$ cat config.mk
export PLATFORM = sky130hd
export DESIGN_NAME = spo2_ratio_evaluator
export DESIGN_NICKNAME = d
export VERILOG_FILES = /design/src/rtl/spo2_pkg.sv /design/src/rtl/seq_divider.sv /design/src/rtl/spo2_ratio_evaluator.sv
export SDC_FILE = /design/constraint.sdc
export NUM_CORES = 1
export LEC_CHECK = 0
export ABC_AREA = 1
export CAP_MARGIN = 40
export CORE_MARGIN = 2
export CORE_UTILIZATION = 25
export DETAILED_ROUTE_END_ITERATION = 8
export MAX_ROUTING_LAYER = met4
export PLACE_DENSITY = 0.47
export SETUP_SLACK_MARGIN = 0.15
export SYNTH_ARGS = -nofsm -noshare
export SYNTH_HDL_FRONTEND = slang
export SYNTH_SLANG_ARGS = --single-unit
$ cat constraint.sdc
create_clock -name CLK -period 6.35 [get_ports CLK]
set_clock_uncertainty 0.1 [all_clocks]
set_input_delay 1.27 -clock CLK [delete_from_list [all_inputs] [get_ports CLK]]
set_output_delay 1.27 -clock CLK [all_outputs]
set_load 0.02 [all_outputs]
$ cat src/rtl/spo2_pkg.sv
// Shared types and constants for the SpO2 ratio path.
package spo2_pkg;

    localparam int unsigned ADC_W = 8;
    localparam int unsigned NUM_W = 24;
    localparam int unsigned DEN_W = 16;

    localparam logic [ADC_W-1:0] MIN_INIT  = 8'd255;
    localparam logic [ADC_W-1:0] MAX_INIT  = 8'd0;
    localparam logic [15:0]      RATIO_SAT = 16'hFFFF;

    typedef enum logic [2:0] {
        IDLE,
        ACCUM,
        MULT,
        DIVIDE,
        DONE
    } state_t;

endpackage

$ cat src/rtl/seq_divider.sv
// 24b/16b restoring divider, one quotient bit per cycle, fixed 24-cycle latency.
module seq_divider
    import spo2_pkg::*;
(
    input  logic             CLK,
    input  logic             rst_n,
    input  logic             start,
    input  logic [NUM_W-1:0] dividend,
    input  logic [DEN_W-1:0] divisor,
    output logic             done,
    output logic [NUM_W-1:0] quotient,
    output logic             div_by_zero
);

    localparam int unsigned CNT_W = $clog2(NUM_W + 1);

    logic [NUM_W-1:0] quo_q, quo_d;
    logic [DEN_W-1:0] rem_q, rem_d, den_q;
    logic [DEN_W:0]   rem_sh;
    logic [CNT_W-1:0] cnt_q;
    logic             dbz_q;

    always_comb begin
        rem_sh = {rem_q, quo_q[NUM_W-1]};
        if (rem_sh >= {1'b0, den_q}) begin
            rem_d = DEN_W'(rem_sh - {1'b0, den_q});
            quo_d = {quo_q[NUM_W-2:0], 1'b1};
        end else begin
            rem_d = rem_sh[DEN_W-1:0];
            quo_d = {quo_q[NUM_W-2:0], 1'b0};
        end
    end

    always_ff @(posedge CLK or negedge rst_n) begin
        if (!rst_n) begin
            quo_q <= '0;
            rem_q <= '0;
            den_q <= '0;
            cnt_q <= '0;
            dbz_q <= 1'b0;
        end else if (start) begin
            quo_q <= dividend;
            rem_q <= '0;
            den_q <= divisor;
            cnt_q <= CNT_W'(NUM_W);
            dbz_q <= (divisor == '0);
        end else if (cnt_q != '0) begin
            quo_q <= quo_d;
            rem_q <= rem_d;
            cnt_q <= cnt_q - CNT_W'(1);
        end
    end

    // The last step is presented combinationally so the caller registers it on the same edge.
    assign done        = (cnt_q == CNT_W'(1));
    assign quotient    = quo_d;
    assign div_by_zero = dbz_q;

endmodule

$ cat src/rtl/spo2_ratio_evaluator.sv
// Captures RED/IR samples per LED phase, tracks min/max per window and
// produces the Q8.8 ratio-of-ratios R with a one-cycle valid pulse.
module spo2_ratio_evaluator
    import spo2_pkg::*;
#(
    parameter int unsigned WIN_LEN   = 1000,
    parameter int unsigned FRAC_BITS = 8
)(
    input  logic             CLK,
    input  logic             rst_n,
    input  logic [ADC_W-1:0] RED_ADC_Value,
    input  logic [ADC_W-1:0] IR_ADC_Value,
    input  logic             LED_RED,
    input  logic             LED_IR,
    input  logic             Setting_Done,
    output logic [15:0]      Ratio_R,
    output logic             Ratio_Valid,
    output logic             Sat_Err,
    output logic             Busy
);

    localparam int unsigned CNT_W = $clog2(WIN_LEN + 1);

    state_t           state_q, state_d;
    logic             led_red_q, led_ir_q;
    logic             red_cap, ir_cap;
    logic [ADC_W-1:0] red_min, red_max, ir_min, ir_max;
    logic [CNT_W-1:0] pair_cnt;
    logic             red_seen;
    logic             clear_acc, div_start, load_result;
    logic [ADC_W-1:0] ac_red, ac_ir, dc_red, dc_ir;
    logic [DEN_W-1:0] prod_num, den;
    logic [NUM_W-1:0] num, div_q;
    logic             div_done, div_dbz;

    // A fall only counts when the other LED was dark in the previous cycle.
    assign red_cap = led_red_q & ~LED_RED & ~led_ir_q;
    assign ir_cap  = led_ir_q  & ~LED_IR  & ~led_red_q;

    always_ff @(posedge CLK or negedge rst_n) begin
        if (!rst_n) begin
            state_q   <= IDLE;
            led_red_q <= 1'b0;
            led_ir_q  <= 1'b0;
        end else begin
            state_q   <= state_d;
            led_red_q <= LED_RED;
            led_ir_q  <= LED_IR;
        end
    end

    always_comb begin
        state_d     = state_q;
        Busy        = 1'b0;
        clear_acc   = 1'b0;
        div_start   = 1'b0;
        load_result = 1'b0;
        case (state_q)
            IDLE: begin
                clear_acc = 1'b1;
                state_d   = ACCUM;
            end
            ACCUM: begin
                if (ir_cap && red_seen && pair_cnt == CNT_W'(WIN_LEN - 1))
                    state_d = MULT;
            end
            MULT: begin
                Busy      = 1'b1;
                div_start = 1'b1;
                state_d   = DIVIDE;
            end
            DIVIDE: begin
                Busy = 1'b1;
                if (div_done) begin
                    load_result = 1'b1;
                    state_d     = DONE;
                end
            end
            DONE: begin
                Busy      = 1'b1;
                clear_acc = 1'b1;
                state_d   = ACCUM;
            end
            default: state_d = IDLE;
        endcase
        if (!Setting_Done) begin
            state_d     = IDLE;
            clear_acc   = 1'b1;
            div_start   = 1'b0;
            load_result = 1'b0;
        end
    end

    always_ff @(posedge CLK or negedge rst_n) begin
        if (!rst_n) begin
            red_min  <= MIN_INIT;
            red_max  <= MAX_INIT;
            ir_min   <= MIN_INIT;
            ir_max   <= MAX_INIT;
            pair_cnt <= '0;
            red_seen <= 1'b0;
        end else if (clear_acc) begin
            red_min  <= MIN_INIT;
            red_max  <= MAX_INIT;
            ir_min   <= MIN_INIT;
            ir_max   <= MAX_INIT;
            pair_cnt <= '0;
            red_seen <= 1'b0;
        end else if (state_q == ACCUM) begin
            if (red_cap) begin
                if (RED_ADC_Value < red_min) red_min <= RED_ADC_Value;
                if (RED_ADC_Value > red_max) red_max <= RED_ADC_Value;
                red_seen <= 1'b1;
            end
            if (ir_cap) begin
                if (IR_ADC_Value < ir_min) ir_min <= IR_ADC_Value;
                if (IR_ADC_Value > ir_max) ir_max <= IR_ADC_Value;
                if (red_seen) begin
                    pair_cnt <= pair_cnt + CNT_W'(1);
                    red_seen <= 1'b0;
                end
            end
        end
    end

    always_comb begin
        ac_red   = red_max - red_min;
        ac_ir    = ir_max - ir_min;
        dc_red   = ADC_W'(({1'b0, red_max} + {1'b0, red_min}) >> 1);
        dc_ir    = ADC_W'(({1'b0, ir_max} + {1'b0, ir_min}) >> 1);
        prod_num = DEN_W'(ac_red) * DEN_W'(dc_ir);
        num      = NUM_W'(prod_num) << FRAC_BITS;
        den      = DEN_W'(ac_ir) * DEN_W'(dc_red);
    end

    seq_divider u_div (
        .CLK         (CLK),
        .rst_n       (rst_n),
        .start       (div_start),
        .dividend    (num),
        .divisor     (den),
        .done        (div_done),
        .quotient    (div_q),
        .div_by_zero (div_dbz)
    );

    always_ff @(posedge CLK or negedge rst_n) begin
        if (!rst_n) begin
            Ratio_R     <= '0;
            Ratio_Valid <= 1'b0;
            Sat_Err     <= 1'b0;
        end else begin
            Ratio_Valid <= load_result;
            if (load_result) begin
                if (div_dbz || div_q[NUM_W-1:16] != '0) begin
                    Ratio_R <= RATIO_SAT;
                    Sat_Err <= 1'b1;
                end else begin
                    Ratio_R <= div_q[15:0];
                    Sat_Err <= 1'b0;
                end
            end
        end
    end

endmodule

* Word-level counts from Yosys, hierarchy flattened
Cells that the tools add are included.
** Storage, ports and cells
- Register bits :: 128
- Input port bits :: 21
** Operators by class
- Add/sub/neg operators :: 7
- Multipliers :: 2
- $lt $le $gt $ge :: 5
- Equality and inequality tests :: 8
- Muxes and demuxes :: 47
- Bitwise operators :: 8
- Reduce and logical (&&, ||, !) cells :: 24
** Operators with widths (number)
- $mux 8 :: 16
- $mux 16 :: 4
- $mux 24 :: 2
- $mux 10 :: 4
- $mul 8x8->16 :: 2
- $add 8x8->9 :: 2
- $reduce_bool 2->1 :: 9
- $ge 17x16->1 :: 1
- $gt 8x8->1 :: 2
- $logic_not 16->1 :: 1
- $lt 8x8->1 :: 2
- $sub 16x16->16 :: 1
- $sub 8x8->8 :: 2
- $mux 1 :: 15
- $reduce_and 3->1 :: 5
- $pmux 3 s4 :: 1
- $add 10x1->10 const B :: 1
- $eq 10x10->1 const B :: 1
- $mux 5 :: 2
- $mux 3 :: 3
- $reduce_bool 8->1 :: 1
- $eq 3x2->1 const B :: 2
- $ne 3x3->1 const B :: 2
- $eq 5x1->1 const B :: 1
- 12 further kinds :: 19

* Logic depth before layout (Yosys ltp)
- Depth in word-level cells :: 8
- Gate-level depth with buffers :: 33
- Mapped depth without buffers :: 33

* Hierarchy
From an unflattened synthesis, not the netlist that was laid out.
** Second synthesis, totals
- Cell total of the unflattened synthesis :: 1824
- Area total of the unflattened synthesis :: 13616.8 um^2
** By module, submodules not included
- spo2_ratio_evaluator :: instances 1, cells an instance 1266, area an instance 9540.4 um^2
- seq_divider :: instances 1, cells an instance 558, area an instance 4076.4 um^2

* Worst setup path after synthesis
No wires, ideal clock.
- Path type :: register to register
- Start :: register ir_min[4]
- End :: register u_div.quo_q[20]
- Library setup time :: 118 ps
- Arrival time :: 5237 ps
- Path slack :: 896 ps
- Stages on the path, launching flop included :: 24
- Period minus slack after synthesis :: 5454 ps
- Cell sequence :: dfstp_2 inv_1 ha_1 clkbuf_2 o21ai_0 a221oi_1 nand2_1 xor2_1 nand2_1 fa_1 fa_1 inv_1 fa_1 inv_1 fa_1 inv_1 ha_1 a21oi_1 o21ai_0 a21oi_1 o21ai_0 or2_2 nand3_1 nand2_1
** Between the ends
- Word-level cells in the longest chain between the ends :: 3
** RTL lines
- start: declaration :: RTL line spo2_ratio_evaluator.sv:27 : logic [ADC_W-1:0] red_min, red_max, ir_min, ir_max;
- start signal: assignment :: RTL line spo2_ratio_evaluator.sv:116 : if (IR_ADC_Value < ir_min) ir_min <= IR_ADC_Value;
- $add 8x8->9 :: RTL line spo2_ratio_evaluator.sv:130 : dc_ir = ADC_W'(({1'b0, ir_max} + {1'b0, ir_min}) >> 1);
- $mul 8x8->16 :: RTL line spo2_ratio_evaluator.sv:131 : prod_num = DEN_W'(ac_red) * DEN_W'(dc_ir);
- $mux 24 :: RTL line seq_divider.sv:41 : end else if (start) begin
- end signal: assignment :: RTL line seq_divider.sv:42 : quo_q <= dividend;
- end signal: assignment :: RTL line seq_divider.sv:48 : quo_q <= quo_d;
- end: declaration :: RTL line seq_divider.sv:17 : logic [NUM_W-1:0] quo_q, quo_d;
Every way passes these cells.
A chain may end at the register's enable or synchronous reset.

* Final worst setup path
- Start :: register red_min[0]
- End :: register u_div.quo_q[20]
** Between the ends
- Word-level cells in the longest chain between the ends :: 3
** RTL lines
- start: declaration :: RTL line spo2_ratio_evaluator.sv:27
- start signal: assignment :: RTL line spo2_ratio_evaluator.sv:111 : if (RED_ADC_Value < red_min) red_min <= RED_ADC_Value;
- $sub 8x8->8 :: RTL line spo2_ratio_evaluator.sv:127 : ac_red = red_max - red_min;
- $mul 8x8->16 :: RTL line spo2_ratio_evaluator.sv:131
- $mux 24 :: RTL line seq_divider.sv:41
Every way passes these cells.

==> metrics.md <==
| Metric | Value |
|---|---|
| Run status | `finished clean` |
| Clock latency of the later-clocked register in the worst-skew pair | `around 0.45 ns` |
| # port buffers | `39` |
| Max Clk Rate | `~170 MHz` |
| R2R cell count | `27` |
| Setup repair after global routing missed its margin | `yes` |
| Number of nets in the synthesized netlist | `1916` |
| Overall routed net length | `32.61 mm` |
| Commonest cells after routing, fill and taps aside | `nand2_1 (360), inv_1 (279), nor2_1 (168), ha_1 (151), dfrtp_1 (112)` |
| Number of maximum-capacitance violations | `0` |
| Fill cell count | `5529` |
| Share of cells above drive strength 1 | `0.07114` |
| End point of the critical path | `u_div.quo_q[20]$_DFFE_PN0P_` |
| Beginning of the worst register-to-register path | `red_min[0]$_DFFE_PN1P_` |
| Crit start category | `flip-flop` |
| Critical path's largest stage delay | `0.56 ns` |
| Pin slew with the least headroom to its limit | `0.7685 ns` |
| Critical-path top delay cell | `dfstp_2` |
| Post-route DRC violation count | `0` |
| Area growth from synthesis to layout | `14.19%` |
| Period Utilization, post-route | `0.9286` |
| Cell chosen for the clock root | `clkbuf_16` |
| WP data required | `between 6 and 7 ns` |
| Class of the most critical hold timing path | `flip-flop to flip-flop` |
| TritonCTS clock tree | `done` |
| WP data arrival | `just over 6 ns` |
| Initial detailed-routing violation count | `534` |
| Placed wire-length estimate | `roughly 26 mm` |
| Clock buffers created by TritonCTS | `17` |
| Count of pins on the block boundary | `40` |
| Max-Slew Margin vs Limit | `0.4876` |
| Xor and xnor fraction of the mapped netlist area | `0.02205` |
| Vias in the first global route | `10550` |
| Yosys warns | `0` |
| Sequential fraction of the synthesis area | `0.2547` |
| Sum of negative setup slack | `0 ns` |
| Count of nets left with antenna violations after detail routing | `0` |
| Compound-gate portion of the synthesized area | `0.09848` |
| Mean cell area of the mapped netlist | `7.596 um^2` |
| Final setup viols | `0` |
| Antenna Cells | `0` |
| All-Layer GR Usage | `0.1302` |
| Startpoint of the worst setup timing path | `red_min[0]$_DFFE_PN1P_` |
| Final RePlAce weighted congestion | `0.8831` |
| Number of synthesized register bits | `128` |
| Most common cell after layout, fill and taps aside | `nand2_1` |
| Die Footprint | `around 52000 um^2` |
| EDFF count, synth | `0` |
| Slew Viols, Final | `0` |
| Post-DR wirelength/cell | `13.66 um` |
| Min cycle time layout | `5.897 ns` |
| Async S/R FF share, synth | `1.000` |
| Destination of the worst register-to-register timing path | `u_div.quo_q[20]$_DFFE_PN0P_` |
| Total number of vias | `10560` |
| Number of sinks driven by the clock tree | `128` |
| Cell Area, Synth | `12650 um^2` |
| Portion of netlist area occupied by mux cells | `0` |
| Area inside the core boundary | `~50000 um^2` |
| Global-route wire length before repair | `54.08 mm` |
| Die width | `229.0 um` |
| Row Count | `just over 80` |
| Dominant register cell in the synthesized netlist | `dfrtp_1` |
| Die Height | `229.0 um` |
| Netlist cell types | `55` |
| Adder and majority gate portion of the synthesized area | `0.2721` |
| Crit Path Category | `flip-flop to flip-flop` |
| Clock-pin slew on the worst setup and hold paths | `0.07 ns` |
| Maximum number of pins on one net before global-route repair | `76` |
| Antenna violations before repair | `1` |
| Initial Util | `0.2527` |
| Simple-gate share of the synthesized area | `0.2517` |
| Average via count per standard cell | `4.425` |
| Longest Clk Path Bufs | `2` |
| Final nets | `1953` |
| FF-to-FF setup slack | `around 0.45 ns` |
| Number of instances in the synthesized netlist | `1666` |
| Combinational family with the most area after synthesis | `adder cells` |
| Clock H-tree levels | `4` |
| Count of final hold-check violations | `0` |
| Highest fanout seen on the critical path | `6` |
| GR Overflow Total | `0` |
| 1st-pass router iterations | `5` |
| Worst setup EP type | `flip-flop` |
how the worst min path moves through the flow:
stage | depth (start not counted) | start | slack [ns] | endpoint
final | 2 | ir_min[6]$_DFFE_PN1P_ | 0.39 | ir_min[6]$_DFFE_PN1P_
after global routing | 2 | ir_min[4]$_DFFE_PN1P_ | 0.41 | ir_min[4]$_DFFE_PN1P_
after CTS | 2 | red_min[7]$_DFFE_PN1P_ | 0.39 | red_min[7]$_DFFE_PN1P_
after detailed placement | 2 | u_div.rem_q[15]$_DFFE_PN0P_ | 0.37 | u_div.rem_q[15]$_DFFE_PN0P_
after global placement | 2 | u_div.rem_q[15]$_DFFE_PN0P_ | 0.37 | u_div.rem_q[15]$_DFFE_PN0P_
after floorplan | 2 | u_div.rem_q[15]$_DFFE_PN0P_ | 0.35 | u_div.rem_q[15]$_DFFE_PN0P_
worst max-delay path, delay by kind of cell (launching register included):
family	cells	cell delay, ns
adders and majority gates	7	2.92
and+or+nand+nor	8	0.84
AOI/OAI and AO/OA	5	0.78
DFF	1	0.56
buffers and inverters	6	0.49
xor gates and xnor gates	1	0.09
synth_stat cells, types with 19 or more instances:
library cell	instances	area share
nand2_1	360	0.11
inv_1	279	0.083
nor2_1	169	0.050
ha_1	152	0.15
dfrtp_1	112	0.22
nand3_1	104	0.041
a21oi_1	87	0.034
fa_1	77	0.12
o21ai_0	46	0.018
o21ai_1	41	0.016
nand4_1	22	0.011
xor2_1	22	0.015
nand2_2	19	0.0094
cell families after synthesis:
group | count (synthesis)
AO/OA/AOI/OAI | 223
XOR/XNOR | 31
adder cells (fa/ha/maj) | 229
buffers and inverters | 325
flip-flops | 128
AND/OR/NAND/NOR | 730
metrics by stage:
stage                       util  cell area [um^2]  hold slack (ns)  instances  setup WS [ns]
after floorplan                -             12650           0.3488       1666         0.8956
after global placement    0.2751             13770           0.3676       2355         0.3524
after detailed placement  0.2751             13770           0.3725       2355         0.3426
after CTS                 0.2869             14370           0.3896       2386         0.3248
after global routing      0.2886             14450           0.4091       2387         0.1322
final                     0.2886             14450           0.3871       2387         0.4535
state kept, by name, summed over array words and instances (netlist names), 3 cells and up:
| register | cells |
|---|---|
| u_div.quo_q | 24 |
| ir_min | 8 |
| u_div.den_q | 16 |
| u_div.rem_q | 16 |
| pair_cnt | 10 |
| red_min | 8 |
| state_q | 3 |
| ir_max | 8 |
| red_max | 8 |
| u_div.cnt_q | 5 |
| Ratio_R | 16 |
layer usage:
| metal | vias to the layer above | wire, um | track usage |
|---|---|---|---|
| met5 | - | 0 | - |
| met4 | 0 | 426 | 0.02800 |
| met3 | 33 | 814 | 0.02017 |
| met2 | 133 | 14580 | 0.2011 |
| met1 | 4997 | 16790 | 0.1797 |
| li1 | 5399 | - | - |
area by class of cell:
type,instances,area [um^2],area share
clock buffer,18,439.2,0.03039
inverter,296,1111,0.07689
sequential,128,3223,0.2230
clock inverter,13,152.6,0.01056
tap,672,840.8,0.05819
timing repair buffer,47,451.7,0.03126
multi-input combinational,1213,8232,0.5697
what timing repair did:
| action | CTS | global route |
|---|---|---|
| hold buffers | 0 | 0 |
| endpoints found under the setup margin | 0 | 7 |
| setup buffers | 0 | 1 |
| gates resized for setup | 0 | 12 |
Power is left out: the tool's default activity adds up to more than one toggle a clock period on the data nets, which glitch-free logic cannot reach.
